**config.mk**
```make
export PLATFORM = sky130hd
export DESIGN_NAME = exp_align_sequencer
export DESIGN_NICKNAME = d
export VERILOG_FILES = /design/src/rtl/exp_align_sequencer.sv
export SDC_FILE = /design/constraint.sdc
export NUM_CORES = 1
export LEC_CHECK = 0
export BUFFER_PORTS_ARGS = -buffer_cell sky130_fd_sc_hd__buf_4
export CORE_UTILIZATION = 25
export DETAILED_ROUTE_END_ITERATION = 8
export GPL_TIMING_DRIVEN = 0
export SYNTH_ARGS = -nofsm -noshare
export SYNTH_HDL_FRONTEND = slang
export SYNTH_SLANG_ARGS = --single-unit
```
**constraint.sdc**
```tcl
create_clock -name i_clk -period 2.85 [get_ports i_clk]
set_clock_uncertainty 0.1 [all_clocks]
set_input_delay 0.285 -clock i_clk [delete_from_list [all_inputs] [get_ports i_clk]]
set_output_delay 0.285 -clock i_clk [all_outputs]
set_load 0.02 [all_outputs]
```
**src/rtl/exp_align_sequencer.sv**
```systemverilog
// exp_align_sequencer: orders two FP operands by exponent and right-aligns the
// smaller mantissa with an iterative STEP-bit shifter, collecting G/R/S bits.
module exp_align_sequencer #(
   parameter int SIZE_EXP = 8,
   parameter int SIZE_MAN = 23,
   parameter int STEP     = 4
) (
   input  logic                  i_clk,
   input  logic                  i_rst_n,
   input  logic                  i_valid,
   output logic                  o_ready,
   input  logic [SIZE_EXP-1:0]   i_exp_a,
   input  logic [SIZE_EXP-1:0]   i_exp_b,
   input  logic [SIZE_MAN:0]     i_man_a,
   input  logic [SIZE_MAN:0]     i_man_b,
   output logic                  o_valid,
   input  logic                  i_ready,
   output logic                  o_swap,
   output logic [SIZE_EXP-1:0]   o_exp_greater,
   output logic [SIZE_EXP-1:0]   o_diff_value,
   output logic [SIZE_MAN:0]     o_man_greater,
   output logic [SIZE_MAN+3:0]   o_man_aligned
);

   localparam int W  = SIZE_MAN + 1;
   localparam int AW = W + 3;               // mantissa plus G, R, S
   localparam int RW = $clog2(AW + 1);      // remaining-shift counter width

   localparam logic [1:0] ST_IDLE  = 2'd0;
   localparam logic [1:0] ST_SHIFT = 2'd1;
   localparam logic [1:0] ST_DONE  = 2'd2;

   logic [1:0]          state_q, state_d;
   logic                swap_q, swap_d;
   logic [SIZE_EXP-1:0] exp_greater_q, exp_greater_d;
   logic [SIZE_EXP-1:0] diff_q, diff_d;
   logic [W-1:0]        man_greater_q, man_greater_d;
   logic [AW-1:0]       aligned_q, aligned_d;
   logic [RW-1:0]       rem_q, rem_d;
   logic                valid_q, valid_d;
   logic                ready_q, ready_d;

   logic                a_lt_b_s;
   logic [SIZE_EXP-1:0] diff_in_s;
   logic [RW-1:0]       rem_in_s;
   logic [RW-1:0]       k_s;
   logic [AW-1:0]       mask_s;
   logic [AW-1:0]       shifted_s;
   logic                sticky_s;
   logic [AW-1:0]       shift_next_s;

   // Operand ordering, exponent difference and clipped shift amount at accept
   always_comb begin
      a_lt_b_s  = (i_exp_a < i_exp_b);
      diff_in_s = a_lt_b_s ? (i_exp_b - i_exp_a) : (i_exp_a - i_exp_b);
      if (32'(diff_in_s) >= 32'(AW)) begin
         rem_in_s = RW'(AW);
      end else begin
         rem_in_s = RW'(diff_in_s);
      end
   end

   // One shifter step: move right by min(rem, STEP) and fold dropped bits into S
   always_comb begin
      if (rem_q < RW'(STEP)) begin
         k_s = rem_q;
      end else begin
         k_s = RW'(STEP);
      end
      mask_s       = ~({AW{1'b1}} << k_s);
      shifted_s    = aligned_q >> k_s;
      sticky_s     = |(aligned_q & mask_s);
      shift_next_s = {shifted_s[AW-1:1], shifted_s[0] | sticky_s};
   end

   // Next-state and datapath register update
   always_comb begin
      state_d       = state_q;
      swap_d        = swap_q;
      exp_greater_d = exp_greater_q;
      diff_d        = diff_q;
      man_greater_d = man_greater_q;
      aligned_d     = aligned_q;
      rem_d         = rem_q;
      case (state_q)
         ST_IDLE: begin
            if (i_valid) begin
               swap_d        = a_lt_b_s;
               exp_greater_d = a_lt_b_s ? i_exp_b : i_exp_a;
               diff_d        = diff_in_s;
               man_greater_d = a_lt_b_s ? i_man_b : i_man_a;
               aligned_d     = {(a_lt_b_s ? i_man_a : i_man_b), 3'b000};
               rem_d         = rem_in_s;
               state_d       = (rem_in_s == {RW{1'b0}}) ? ST_DONE : ST_SHIFT;
            end else begin
               state_d = ST_IDLE;
            end
         end
         ST_SHIFT: begin
            aligned_d = shift_next_s;
            rem_d     = rem_q - k_s;
            if (rem_q == k_s) begin
               state_d = ST_DONE;
            end else begin
               state_d = ST_SHIFT;
            end
         end
         ST_DONE: begin
            if (i_ready) begin
               state_d = ST_IDLE;
            end else begin
               state_d = ST_DONE;
            end
         end
         default: begin
            state_d = ST_IDLE;
         end
      endcase
      valid_d = (state_d == ST_DONE);
      ready_d = (state_d == ST_IDLE);
   end

   // State and output registers; reset discards any operation in flight
   always_ff @(posedge i_clk or negedge i_rst_n) begin
      if (!i_rst_n) begin
         state_q       <= ST_IDLE;
         swap_q        <= 1'b0;
         exp_greater_q <= {SIZE_EXP{1'b0}};
         diff_q        <= {SIZE_EXP{1'b0}};
         man_greater_q <= {W{1'b0}};
         aligned_q     <= {AW{1'b0}};
         rem_q         <= {RW{1'b0}};
         valid_q       <= 1'b0;
         ready_q       <= 1'b1;
      end else begin
         state_q       <= state_d;
         swap_q        <= swap_d;
         exp_greater_q <= exp_greater_d;
         diff_q        <= diff_d;
         man_greater_q <= man_greater_d;
         aligned_q     <= aligned_d;
         rem_q         <= rem_d;
         valid_q       <= valid_d;
         ready_q       <= ready_d;
      end
   end

   assign o_ready       = ready_q;
   assign o_valid       = valid_q;
   assign o_swap        = swap_q;
   assign o_exp_greater = exp_greater_q;
   assign o_diff_value  = diff_q;
   assign o_man_greater = man_greater_q;
   assign o_man_aligned = aligned_q;

endmodule

```
==> results of run 1 <==
power groups by stage:
stage | clock network, W | registers [W] | logic, W
floorplan | 0 | 0.00262 | 0.00247
detailed placement | 0 | 0.00219 | 0.00468
global placement | 0 | 0.00220 | 0.00464
CTS | 0.00115 | 0.00218 | 0.00470
global route | 0.00118 | 0.00227 | 0.00511
finish | 0.00111 | 0.00219 | 0.00466
cell families after synthesis:
group                      after synthesis  synth area share [%]
buffers and inverters                   69                 5.888
xor gates and xnor gates                 7                 1.163
other                                    1               0.07116
DFF                                     77                 36.59
muxes                                   78                 14.91
AOI/OAI and AO/OA                      197                 24.76
adders and majority gates               18                 4.558
and+or+nand+nor                        133                 12.06
cells in the mapped netlist, drive strengths merged (2+ instances only):
| cell type | count |
|---|---|
| dfrtp | 76 |
| o31ai | 4 |
| nor2 | 22 |
| xnor2 | 2 |
| nor3 | 3 |
| xor2 | 5 |
| a211oi | 57 |
| a21o | 21 |
| o21ai | 57 |
| ha | 16 |
| mux2i | 74 |
| a21oi | 28 |
| nand2b | 2 |
| a22oi | 2 |
| buf | 18 |
| o32ai | 2 |
| inv | 20 |
| nand3 | 7 |
| o21a | 3 |
| o22ai | 2 |
| o211ai | 2 |
| and2 | 3 |
| fa | 2 |
| clkbuf | 31 |
| nand2 | 69 |
| nor2b | 20 |
| nand4 | 2 |
| mux2 | 4 |
| a31oi | 7 |
worst max-delay path by stage:
stage                             to  slack, ns  cells past startpoint  startpoint
floorplan                 state_q[0]       0.34                     13  i_exp_a[0]
global placement    o_man_aligned[6]      -0.17                     12  i_exp_a[0]
detailed placement  o_man_aligned[5]      -0.18                     12  i_exp_a[0]
CTS                         rem_q[2]       0.03                      9    rem_q[4]
global route                rem_q[0]       0.02                     13  i_exp_a[0]
finish                    state_q[0]       0.20                     12  i_exp_a[0]
sequential cells by signal (all words and copies together), names as in the netlist:
name	count
o_man_aligned	27
rem_q	5
state_q	2
o_valid	1
o_swap	1
o_man_greater	24
o_diff_value	8
o_exp_greater	8
o_ready	1
metal layers:
metal | share of wire [%] | routed length [µm] | global-route usage [%]
met2 | 47 | 8198 | 26.96
met1 | 46 | 8052 | 22.28
met3 | 6.0 | 1046 | 3.602
met5 | 0 | 0 | 0
met4 | 1.3 | 228 | 4.330
through the flow:
stage	instances	hold WS, ns	TNS (ns)
finish	1001	0.02270	0
global route	1001	0.1063	0
detailed placement	987	0.3689	-1.655
CTS	1002	0.05319	0
global placement	987	0.3654	-1.532
floorplan	580	-0.1106	0
worst max-delay path, cell delays in order:
cell and delay [ns]:
sky130_fd_sc_hd__buf_4 0.12, sky130_fd_sc_hd__inv_1 0.05, sky130_fd_sc_hd__ha_1 0.15, sky130_fd_sc_hd__inv_1 0.05, sky130_fd_sc_hd__fa_1 0.39, sky130_fd_sc_hd__nand3_1 0.13
sky130_fd_sc_hd__a21oi_2 0.10, sky130_fd_sc_hd__nor2_4 0.35, sky130_fd_sc_hd__mux2i_1 0.35, sky130_fd_sc_hd__xor2_1 0.26, sky130_fd_sc_hd__nand4_1 0.19, sky130_fd_sc_hd__a211o_1 0.33
layout make-up:
| class | instances | share of cell area (%) |
|---|---|---|
| multi-input cells | 434 | 43.86 |
| flip-flops and latches | 77 | 27.90 |
| repair buffers | 137 | 14.88 |
| well taps | 270 | 4.888 |
| clock buffers | 12 | 3.711 |
| plain buffers | 48 | 3.367 |
| inverters | 20 | 1.086 |
| clock inverters | 3 | 0.3077 |
what timing repair did:
item,in CTS,in global routing
hold buffers,0,0
gates resized for setup,0,2
buffers inserted,0,0
setup endpoints to repair,0,2
==> Flow_metrics.wiki, run 1 <==
{| class="wikitable"
! Metric !! Value
|-
| Flip-flop and latch count after synthesis || 77
|-
| Number of cells traversed by the worst register-to-register path || 8
|-
| Aggregate global routing overflow || 0
|-
| Period utilisation layout || 92.95%
|-
| Kind of launch point of the worst setup path || primary input
|-
| Routed vias/inst || 4.941
|-
| Area growth from synthesis to layout || 31.15%
|-
| Peak ir drop on the vdd network || 451.5 µV
|-
| Endpoints failing setup || 0
|-
| Area taken by multi-input logic gates || 3032 µm²
|-
| Drt first-iter violations || 268
|-
| DRC violation count after routing || 0
|-
| CTS root buffer || sky130_fd_sc_hd__clkbuf_16
|-
| Number of inserted filler cells in the final layout || 2154
|-
| Number of nets with antenna violations after detailed routing || 0
|-
| Number of flops mapped to enable cells by yosys || 0
|-
| Most common cell after layout, fill and taps aside || sky130_fd_sc_hd__buf_4
|-
| Largest net degree at the start of global routing || 78
|-
| Maximum clock frequency || 377.5 MHz
|-
| # port buffers || 137
|-
| Effective utilization at floorplan || 25.80%
|-
| Die Y || 147.2 µm
|-
| Number of buffers added by the clock tree synthesis step || 9
|-
| Min Tclk post-route || 2.649 ns
|-
| Max-Slew Margin vs Limit || 33.05%
|-
| Number of H-tree levels || 3
|-
| Core Footprint || 20430 µm²
|-
| DRT Pass-1 Iters || 5
|-
| Max-slew violation count || 0
|-
| Clock transition time at the flip-flop clock pins of the worst setup and hold paths || 0.06 ns
|-
| Final net count || 813
|-
| Number of global-route vias before repair || 4921
|-
| Count of standard-cell rows || 52
|-
| Slew at the pin closest to its max-slew limit || 1.004 ns
|-
| TritonCTS clock tree || built
|-
| Via total after detailed routing || 4946
|-
| Number of warning messages in the yosys log || 0
|-
| Leakage power figure || 3.221 nW
|-
| Final hold viol count || 0
|-
| Critical Path Sink Type || flip-flop
|-
| Worst Path Arrival || 2.78 ns
|-
| Last weighted congestion value of the routability-driven placer || 0.8291
|-
| Register-to-Register Setup Slack || 0.29 ns
|-
| Wire length of the first global-routing pass || 27880 µm
|-
| Post-synthesis sequential area ratio || 36.59%
|-
| Worst r2r dst || rem_q[2]
|-
| Synth Flop Type || sky130_fd_sc_hd__dfrtp_1
|-
| Floorplan die area || 21660 µm²
|-
| Reported max-cap violation count || 0
|-
| Post-synthesis net count || 666
|-
| Max Root-Sink Buffers || 2
|-
| Post-route design area || 6912 µm²
|-
| Tot Pwr || 0.007954 W
|-
| Launching point of the worst reg2reg path || rem_q[4]
|-
| Internal Dissipation || 0.004157 W
|-
| Pre-CTS setup slack || -0.1783 ns
|-
| Setup repair after global routing missed its margin || false
|-
| Post-detailed-routing wire length || 17530 µm
|-
| Required time of the worst setup path || 2.98 ns
|-
| Area taken by flip-flops and latches || 1928 µm²
|-
| Die Width || 147.2 µm
|-
| Switching pwr || 0.003796 W
|-
| IO Pins || 138
|-
| Top area cells in the synthesized netlist || sky130_fd_sc_hd__dfrtp_1, sky130_fd_sc_hd__mux2i_1, sky130_fd_sc_hd__a211oi_1, sky130_fd_sc_hd__o21ai_0, sky130_fd_sc_hd__nand2_1
|-
| Clock network power share || 13.9%
|-
| Critical path peak fanout || 10
|-
| Mean Syn Cell Area || 9.086 µm²
|-
| Final core utilization || 33.83%
|-
| ANT cells || 0
|-
| Area share of the largest cell type after synthesis || 36.09%
|-
| Antenna violations before repair || 0
|-
| Part of the total power dissipated in sequential elements || 27.5%
|-
| Part of the power in combinational logic || 58.5%
|-
| HPWL Detailed || 13510 µm
|-
| PwrDens || 1151 nW/µm²
|-
| Share of final-layout standard cells stronger than drive strength 1 || 24.90%
|-
| Worst setup margin || 0.2010 ns
|-
| Tightest Hold Check Type || primary input to async pin
|-
| Clock latency of the later-clocked register in the worst-skew pair || 0.35 ns
|-
| Net Sw Frac || 47.73%
|-
| Number of library cell types mapped by synthesis || 60
|-
| Routed wire per std cell || 17.51 µm
|-
| Result of the run || complete, no violations
|-
| Area of the mapped netlist || 5270 µm²
|-
| Share of flip-flops with an asynchronous set or reset || 100.0%
|-
| Cell type with the highest aggregate area in the netlist || sky130_fd_sc_hd__dfrtp_1
|-
| Highest-count cells in the layout ignoring fill and taps || sky130_fd_sc_hd__buf_4, sky130_fd_sc_hd__dfrtp_1, sky130_fd_sc_hd__mux2i_1, sky130_fd_sc_hd__nand2_1, sky130_fd_sc_hd__a211oi_1
|-
| Post-placement cell area || 6636 µm²
|-
| Cell count after synthesis || 580
|-
| Critical path class || primary input to flip-flop
|-
| Number of sinks on the clock net || 77
|-
| Total Routing Usage GR || 16.62%
|}
Power figures use the tool's default switching activity.
==> run 2, diff against run 1 <==
- CORE_UTILIZATION: 25 -> 54
- PLACE_DENSITY: not set -> 0.81
==> run 2 against run 1 <==
Compared with the run above:
- the run now ends with negative hold slack left
- utilization increased by 38 points
- register-to-register slack got worse by 0.05 ns
- first-iteration DRC count decreased by 9.0%
- global-route usage up 15 points
- cell area fell by 3.7%
- largest cell class unchanged
- highest routed layer unchanged
==> Flow_metrics.wiki, run 2 (synthesis results as in run 1) <==
{| class="wikitable"
! Metric !! Value
|-
| Result of the run || finished, violations left
|-
| Violations in the final reports || negative hold slack
|-
| Count of standard-cell rows || 35
|-
| ANT cells || 0
|-
| Reported max-cap violation count || 0
|-
| # port buffers || 137
|-
| Number of buffers added by the clock tree synthesis step || 9
|-
| Pre-CTS setup slack || -0.05834 ns
|-
| Kind of launch point of the worst setup path || flip-flop
|-
| Worst Path Arrival || 2.72 ns
|-
| Drt first-iter violations || 244
|-
| Critical path peak fanout || 11
|-
| Area growth from synthesis to layout || 26.28%
|-
| Max Root-Sink Buffers || 2
|-
| Number of post-CTS setup repair buffers || 0
|-
| Period utilisation layout || 91.71%
|-
| Most common cell after layout, fill and taps aside || sky130_fd_sc_hd__buf_4
|-
| Final net count || 813
|-
| Via total after detailed routing || 5075
|-
| Routed wire per std cell || 17.79 µm
|-
| CTS root buffer || sky130_fd_sc_hd__clkbuf_8
|-
| Most Frequent Cell on Critical Path || sky130_fd_sc_hd__nand2_1
|-
| Final hold viol count || 11
|-
| Peak ir drop on the vdd network || 533.9 µV
|-
| Total Routing Usage GR || 31.43%
|-
| Share of final-layout standard cells stronger than drive strength 1 || 25.14%
|-
| Flip-flop count of the largest register, all copies and words added || 27
|-
| HPWL Detailed || 11700 µm
|-
| Antenna violations before repair || 0
|-
| Critical Path Sink Type || flip-flop
|-
| Last weighted congestion value of the routability-driven placer || 0.8847
|-
| Die Width || 100.8 µm
|-
| Min Tclk post-route || 2.614 ns
|-
| Post-route design area || 6655 µm²
|-
| Largest net degree at the start of global routing || 78
|-
| Aggregate global routing overflow || 0
|-
| DRT Pass-1 Iters || 5
|-
| Core Footprint || 9328 µm²
|-
| Post-detailed-routing wire length || 15310 µm
|-
| Number of global-route vias before repair || 4988
|-
| Max-Slew Margin vs Limit || 35.33%
|-
| Wire length of the first global-routing pass || 24770 µm
|-
| Endpoints failing setup || 0
|-
| Slew at the pin closest to its max-slew limit || 0.9701 ns
|-
| Critical path class || flip-flop to flip-flop
|-
| Tightest Hold Check Type || primary input to async pin
|-
| Worst setup margin || 0.2363 ns
|-
| Max-slew violation count || 0
|-
| Number of H-tree levels || 3
|-
| Highest-count cells in the layout ignoring fill and taps || sky130_fd_sc_hd__buf_4, sky130_fd_sc_hd__dfrtp_1, sky130_fd_sc_hd__mux2i_1, sky130_fd_sc_hd__nand2_1, sky130_fd_sc_hd__a211oi_1
|-
| Routed vias/inst || 5.894
|-
| Post-placement cell area || 6460 µm²
|-
| Floorplan die area || 10160 µm²
|-
| Required time of the worst setup path || 2.96 ns
|-
| DRC violation count after routing || 0
|-
| Number of sinks on the clock net || 77
|-
| Clock latency of the later-clocked register in the worst-skew pair || 0.35 ns
|-
| Leakage power figure || 3.186 nW
|-
| Largest incremental delay on the critical path || 0.49 ns
|-
| Die Y || 100.8 µm
|-
| PwrDens || 1156 nW/µm²
|-
| IO Pins || 138
|-
| Cts hold-fix bufs || 0
|-
| Setup repair after global routing missed its margin || false
|-
| Number of nets with antenna violations after detailed routing || 0
|-
| Effective utilization at floorplan || 56.50%
|-
| TritonCTS clock tree || built
|-
| Maximum clock frequency || 382.6 MHz
|-
| Clock transition time at the flip-flop clock pins of the worst setup and hold paths || 0.08 ns
|-
| Cells along the critical path || nor2_1 -> nand2_1 -> clkbuf_2 -> nand2_1 -> ha_1 -> or4_1 -> a31oi_1 -> a22oi_1
|-
| Worst hold slack after final layout || -0.02263 ns
|-
| Slowest cell on the critical path || sky130_fd_sc_hd__dfrtp_1
|}
-- run 2: path summary, 6_finish.rpt --
path                            slack, ns                 to  cells past startpoint             from
worst max-delay path                 0.24           rem_q[2]                      8         rem_q[4]
worst min-delay path                -0.02  o_man_greater[14]                      1          i_rst_n
worst max register to register       0.24           rem_q[2]                      8         rem_q[4]
worst min register to register       0.39    o_diff_value[6]                      2  o_diff_value[6]
max in group asynchronous            2.04   o_man_aligned[5]                      1          i_rst_n
min in group i_clk                   0.11            o_ready                      3          i_ready
-- run 2: worst max-delay path, delay by kind of cell (launching register included) --
kind | cells | cell delay (ns)
AND/OR/NAND/NOR | 4 | 1.02
flip-flops | 1 | 0.49
AO/OA/AOI/OAI | 2 | 0.32
buffers and inverters | 1 | 0.30
adder cells (fa/ha/maj) | 1 | 0.26
-- run 2: power breakdown --
part,internal (W),switching [W],leakage [nW]
logic,0.00188,0.00282,2.15
clock network,0.000408,0.000443,0.0996
registers,0.00165,0.000502,0.940
total,0.00393,0.00376,3.19
-- run 2: layer usage --
layer  up-vias  share of wire (%)  GRT usage (%)
met5         -                  0              0
met4         0                2.2          10.26
met3        29                6.5          5.687
met2       216                 49          54.58
met1      2434                 43          39.62
li1       2396                  -              -
-- run 2: final cells by class --
class	count	area, µm²
multi-input combinational	434	3032
buffer	48	232.7
timing repair buffer	137	1028
tap	129	161.4
inverter	20	75.07
clock buffer	9	123.9
fill	757	2673
clock inverter	7	73.82
sequential	77	1928
-- run 2: metrics by stage --
stage / power (W) / hold slack (ns) / TNS, ns / utilization, % / cells
4_1_cts: 0.007669 / 0.02246 / 0 / 71.37 / 862
3_5_place_dp: 0.006805 / 0.3658 / -0.2624 / 69.26 / 846
6_report: 0.007695 / -0.02263 / 0 / 71.35 / 861
3_3_place_gp: 0.006633 / 0.3636 / -0.03681 / 69.26 / 846
5_1_grt: 0.008229 / 0.04980 / 0 / 71.35 / 861
2_1_floorplan: 0.005083 / -0.1106 / 0 / - / 580
-- run 2: repair_timing --
action                                  CTS  global route
gates resized for setup                   0             2
endpoints found under the hold margin     0             0
endpoints found under the setup margin    0             2
==> run 3, diff against run 2 <==
- ABC_CLOCK_PERIOD_IN_PS: not set -> 2850
- CORE_UTILIZATION: 54 -> 55
- CTS_BUF_LIST: not set -> sky130_fd_sc_hd__clkbuf_2 sky130_fd_sc_hd__clkbuf_4 sky130_fd_sc_hd__clkbuf_8
- PLACE_DENSITY: 0.81 -> 0.83
==> run 3 against run 2 <==
Compared with the run above:
- the run still ends with negative hold slack left
- utilization is 0.77 points higher
- die area is 1.8% lower
- register-to-register slack hardly changed
- flip-flop and latch count stayed put
- total power is 0.11% lower
- final cell count stayed put
- clock power is 4.8% higher
- sequential power hardly changed
- cell area is 0.13% higher
- clock-buffer cell count is 1 higher
- hold slack better by 0.0014 ns
- critical path depth is 5 higher
- critical path type is now primary input to flip-flop
- critical endpoint is now o_valid
- highest routed layer unchanged
==> Flow_metrics.wiki, run 3 (synthesis results as in run 1) <==
{| class="wikitable"
! Metric !! Value
|-
| Clock latency of the later-clocked register in the worst-skew pair || 0.36 ns
|-
| Critical Path Sink Type || flip-flop
|-
| Routed wire per std cell || 17.85 µm
|-
| Worst Path Arrival || 2.76 ns
|-
| Drt first-iter violations || 361
|-
| Area growth from synthesis to layout || 26.45%
|-
| Critical path class || primary input to flip-flop
|-
| Pre-CTS setup slack || -0.08023 ns
|-
| Period utilisation layout || 91.62%
|-
| Violations in the final reports || negative hold slack
|-
| Final net count || 813
|-
| Setup repair after global routing missed its margin || false
|-
| Result of the run || finished, violations left
|-
| Aggregate global routing overflow || 0
|-
| DRT Pass-1 Iters || 6
|-
| Total Neg Setup Slack || 0 ns
|-
| Tightest Hold Check Type || primary input to async pin
|-
| Floorplan die area || 9977 µm²
|-
| Peak ir drop on the vdd network || 553.3 µV
|-
| Switching pwr || 0.003729 W
|-
| PwrDens || 1153 nW/µm²
|-
| Most common cell after layout, fill and taps aside || sky130_fd_sc_hd__buf_4
|-
| Routed vias/inst || 5.963
|-
| Part of the total power dissipated in sequential elements || 28.2%
|-
| Number of nets with antenna violations after detailed routing || 0
|-
| Max-Slew Margin vs Limit || 33.86%
|-
| Worst setup margin || 0.2388 ns
|-
| Effective utilization at floorplan || 57.03%
|-
| Post-placement cell area || 6460 µm²
|-
| ANT cells || 0
|-
| Die Width || 99.89 µm
|-
| Largest net degree at the start of global routing || 78
|-
| Clock network power share || 11.6%
|-
| Kind of launch point of the worst setup path || primary input
|-
| TritonCTS clock tree || built
|-
| Number of global-route vias before repair || 4935
|-
| DRC violation count after routing || 0
|-
| Endpoints failing setup || 0
|-
| Antenna violations before repair || 0
|-
| Min Tclk post-route || 2.611 ns
|-
| Most Frequent Cell on Critical Path || sky130_fd_sc_hd__inv_1
|-
| Part of the power in combinational logic || 60.2%
|-
| Die Y || 99.89 µm
|-
| Net Sw Frac || 48.52%
|-
| Crit path max-delay family || simple AND/OR/NAND/NOR gates
|-
| Wire length of the first global-routing pass || 24640 µm
|-
| Critical path peak fanout || 10
|-
| Internal Dissipation || 0.003957 W
|-
| Slowest cell on the critical path || sky130_fd_sc_hd__fa_1
|-
| Largest incremental delay on the critical path || 0.41 ns
|-
| Count of standard-cell rows || 35
|-
| Core Footprint || 9240 µm²
|-
| Total Routing Usage GR || 31.65%
|-
| Required time of the worst setup path || 2.99 ns
|-
| Max-slew violation count || 0
|-
| Maximum clock frequency || 383.0 MHz
|-
| Post-detailed-routing wire length || 15370 µm
|-
| Reported max-cap violation count || 0
|-
| CTS root buffer || sky130_fd_sc_hd__clkbuf_8
|-
| Slew at the pin closest to its max-slew limit || 0.9921 ns
|-
| Post-route design area || 6664 µm²
|-
| Via total after detailed routing || 5134
|-
| # port buffers || 137
|-
| HPWL Detailed || 11570 µm
|-
| Number of sinks on the clock net || 77
|-
| CP bufs+invs || 3
|-
| Highest-count cells in the layout ignoring fill and taps || sky130_fd_sc_hd__buf_4, sky130_fd_sc_hd__dfrtp_1, sky130_fd_sc_hd__mux2i_1, sky130_fd_sc_hd__nand2_1, sky130_fd_sc_hd__a211oi_1
|-
| Number of cells traversed by the worst register-to-register path || 9
|-
| Worst hold slack after final layout || -0.02122 ns
|-
| Clock transition time at the flip-flop clock pins of the worst setup and hold paths || 0.09 ns
|-
| Tot Pwr || 0.007686 W
|-
| IO Pins || 138
|-
| Max Root-Sink Buffers || 2
|-
| Cells along the critical path || buf_4 -> inv_1 -> ha_1 -> inv_1 -> fa_1 -> nand3_1 -> a21oi_2 -> nor2_4 -> mux2i_1 -> xor2_1 -> nor3_4 -> nand2_2 -> o31ai_1
|-
| Final hold viol count || 21
|-
| Flip-flop count of the largest register, all copies and words added || 27
|-
| Last weighted congestion value of the routability-driven placer || 0.9418
|-
| Number of buffers added by the clock tree synthesis step || 9
|-
| Number of H-tree levels || 3
|-
| Leakage power figure || 3.190 nW
|-
| Worst path depth || 13
|-
| Share of final-layout standard cells stronger than drive strength 1 || 25.14%
|}
-- run 3: changes by cell type in the layout (fill, tap and decap cells not counted), sizes merged --
cell,previous run,this run
inv,21,22
clkbuf,39,40
clkinv,4,2
-- run 3: timing repair --
item / in CTS / in global routing
hold buffers: 0 / 0
resized for setup: 0 / 2
setup buffers: 0 / 0
endpoints found under the setup margin: 0 / 2
hold endpoints to repair: 0 / 0
-- run 3: power groups by stage --
stage / registers (W) / logic (W) / clock network (W)
3_5_place_dp: 0.00217 / 0.00459 / 0
3_3_place_gp: 0.00214 / 0.00446 / 0
2_1_floorplan: 0.00262 / 0.00247 / 0
6_report: 0.00217 / 0.00463 / 0.000892
4_1_cts: 0.00215 / 0.00461 / 0.000892
5_1_grt: 0.00223 / 0.00505 / 0.000939
-- run 3: worst reg2reg max path: stages (launching register included) --
cell	delay, ns
sky130_fd_sc_hd__dfrtp_1	0.33
sky130_fd_sc_hd__buf_2	0.20
sky130_fd_sc_hd__inv_1	0.11
sky130_fd_sc_hd__nand2_1	0.31
sky130_fd_sc_hd__clkbuf_2	0.31
sky130_fd_sc_hd__nand2_1	0.09
sky130_fd_sc_hd__ha_1	0.26
sky130_fd_sc_hd__or4_1	0.48
sky130_fd_sc_hd__a31oi_1	0.19
sky130_fd_sc_hd__a22oi_1	0.09
-- run 3: final timing paths --
check / slack [ns] / endpoint / start
max in group asynchronous: 2.03 / o_man_aligned[2] / i_rst_n
hold reg to reg: 0.38 / o_swap / o_swap
setup / recovery: 0.24 / o_valid / i_exp_a[0]
hold / removal: -0.02 / o_man_aligned[13] / i_rst_n
setup reg to reg: 0.25 / rem_q[2] / rem_q[2]
min in group i_clk: 0.12 / o_ready / i_ready
-- run 3: final cells by class --
type | count | area [µm²]
clock inverter | 6 | 68.82
timing repair buffer | 137 | 1028
multi-input combinational | 434 | 3032
fill | 722 | 2576
buffer | 48 | 232.7
sequential | 77 | 1928
inverter | 20 | 75.07
tap | 129 | 161.4
clock buffer | 10 | 137.6
-- run 3: routing by layer --
layer | global-route usage (%) | wire [µm] | vias to the layer above
met1 | 40.60 | 6322 | 2471
met3 | 4.178 | 958 | 39
met5 | 0 | 0 | -
met2 | 53.37 | 7531 | 232
met4 | 14.59 | 561 | 0
li1 | - | - | 2392
-- run 3: per-stage QoR --
stage          hold slack, ns  instances  utilization, %
2_1_floorplan         -0.1106        580               -
3_3_place_gp           0.3675        846           69.91
3_5_place_dp           0.3714        846           69.91
4_1_cts               0.03385        862           72.15
5_1_grt               0.06355        861           72.12
6_report             -0.02122        861           72.12
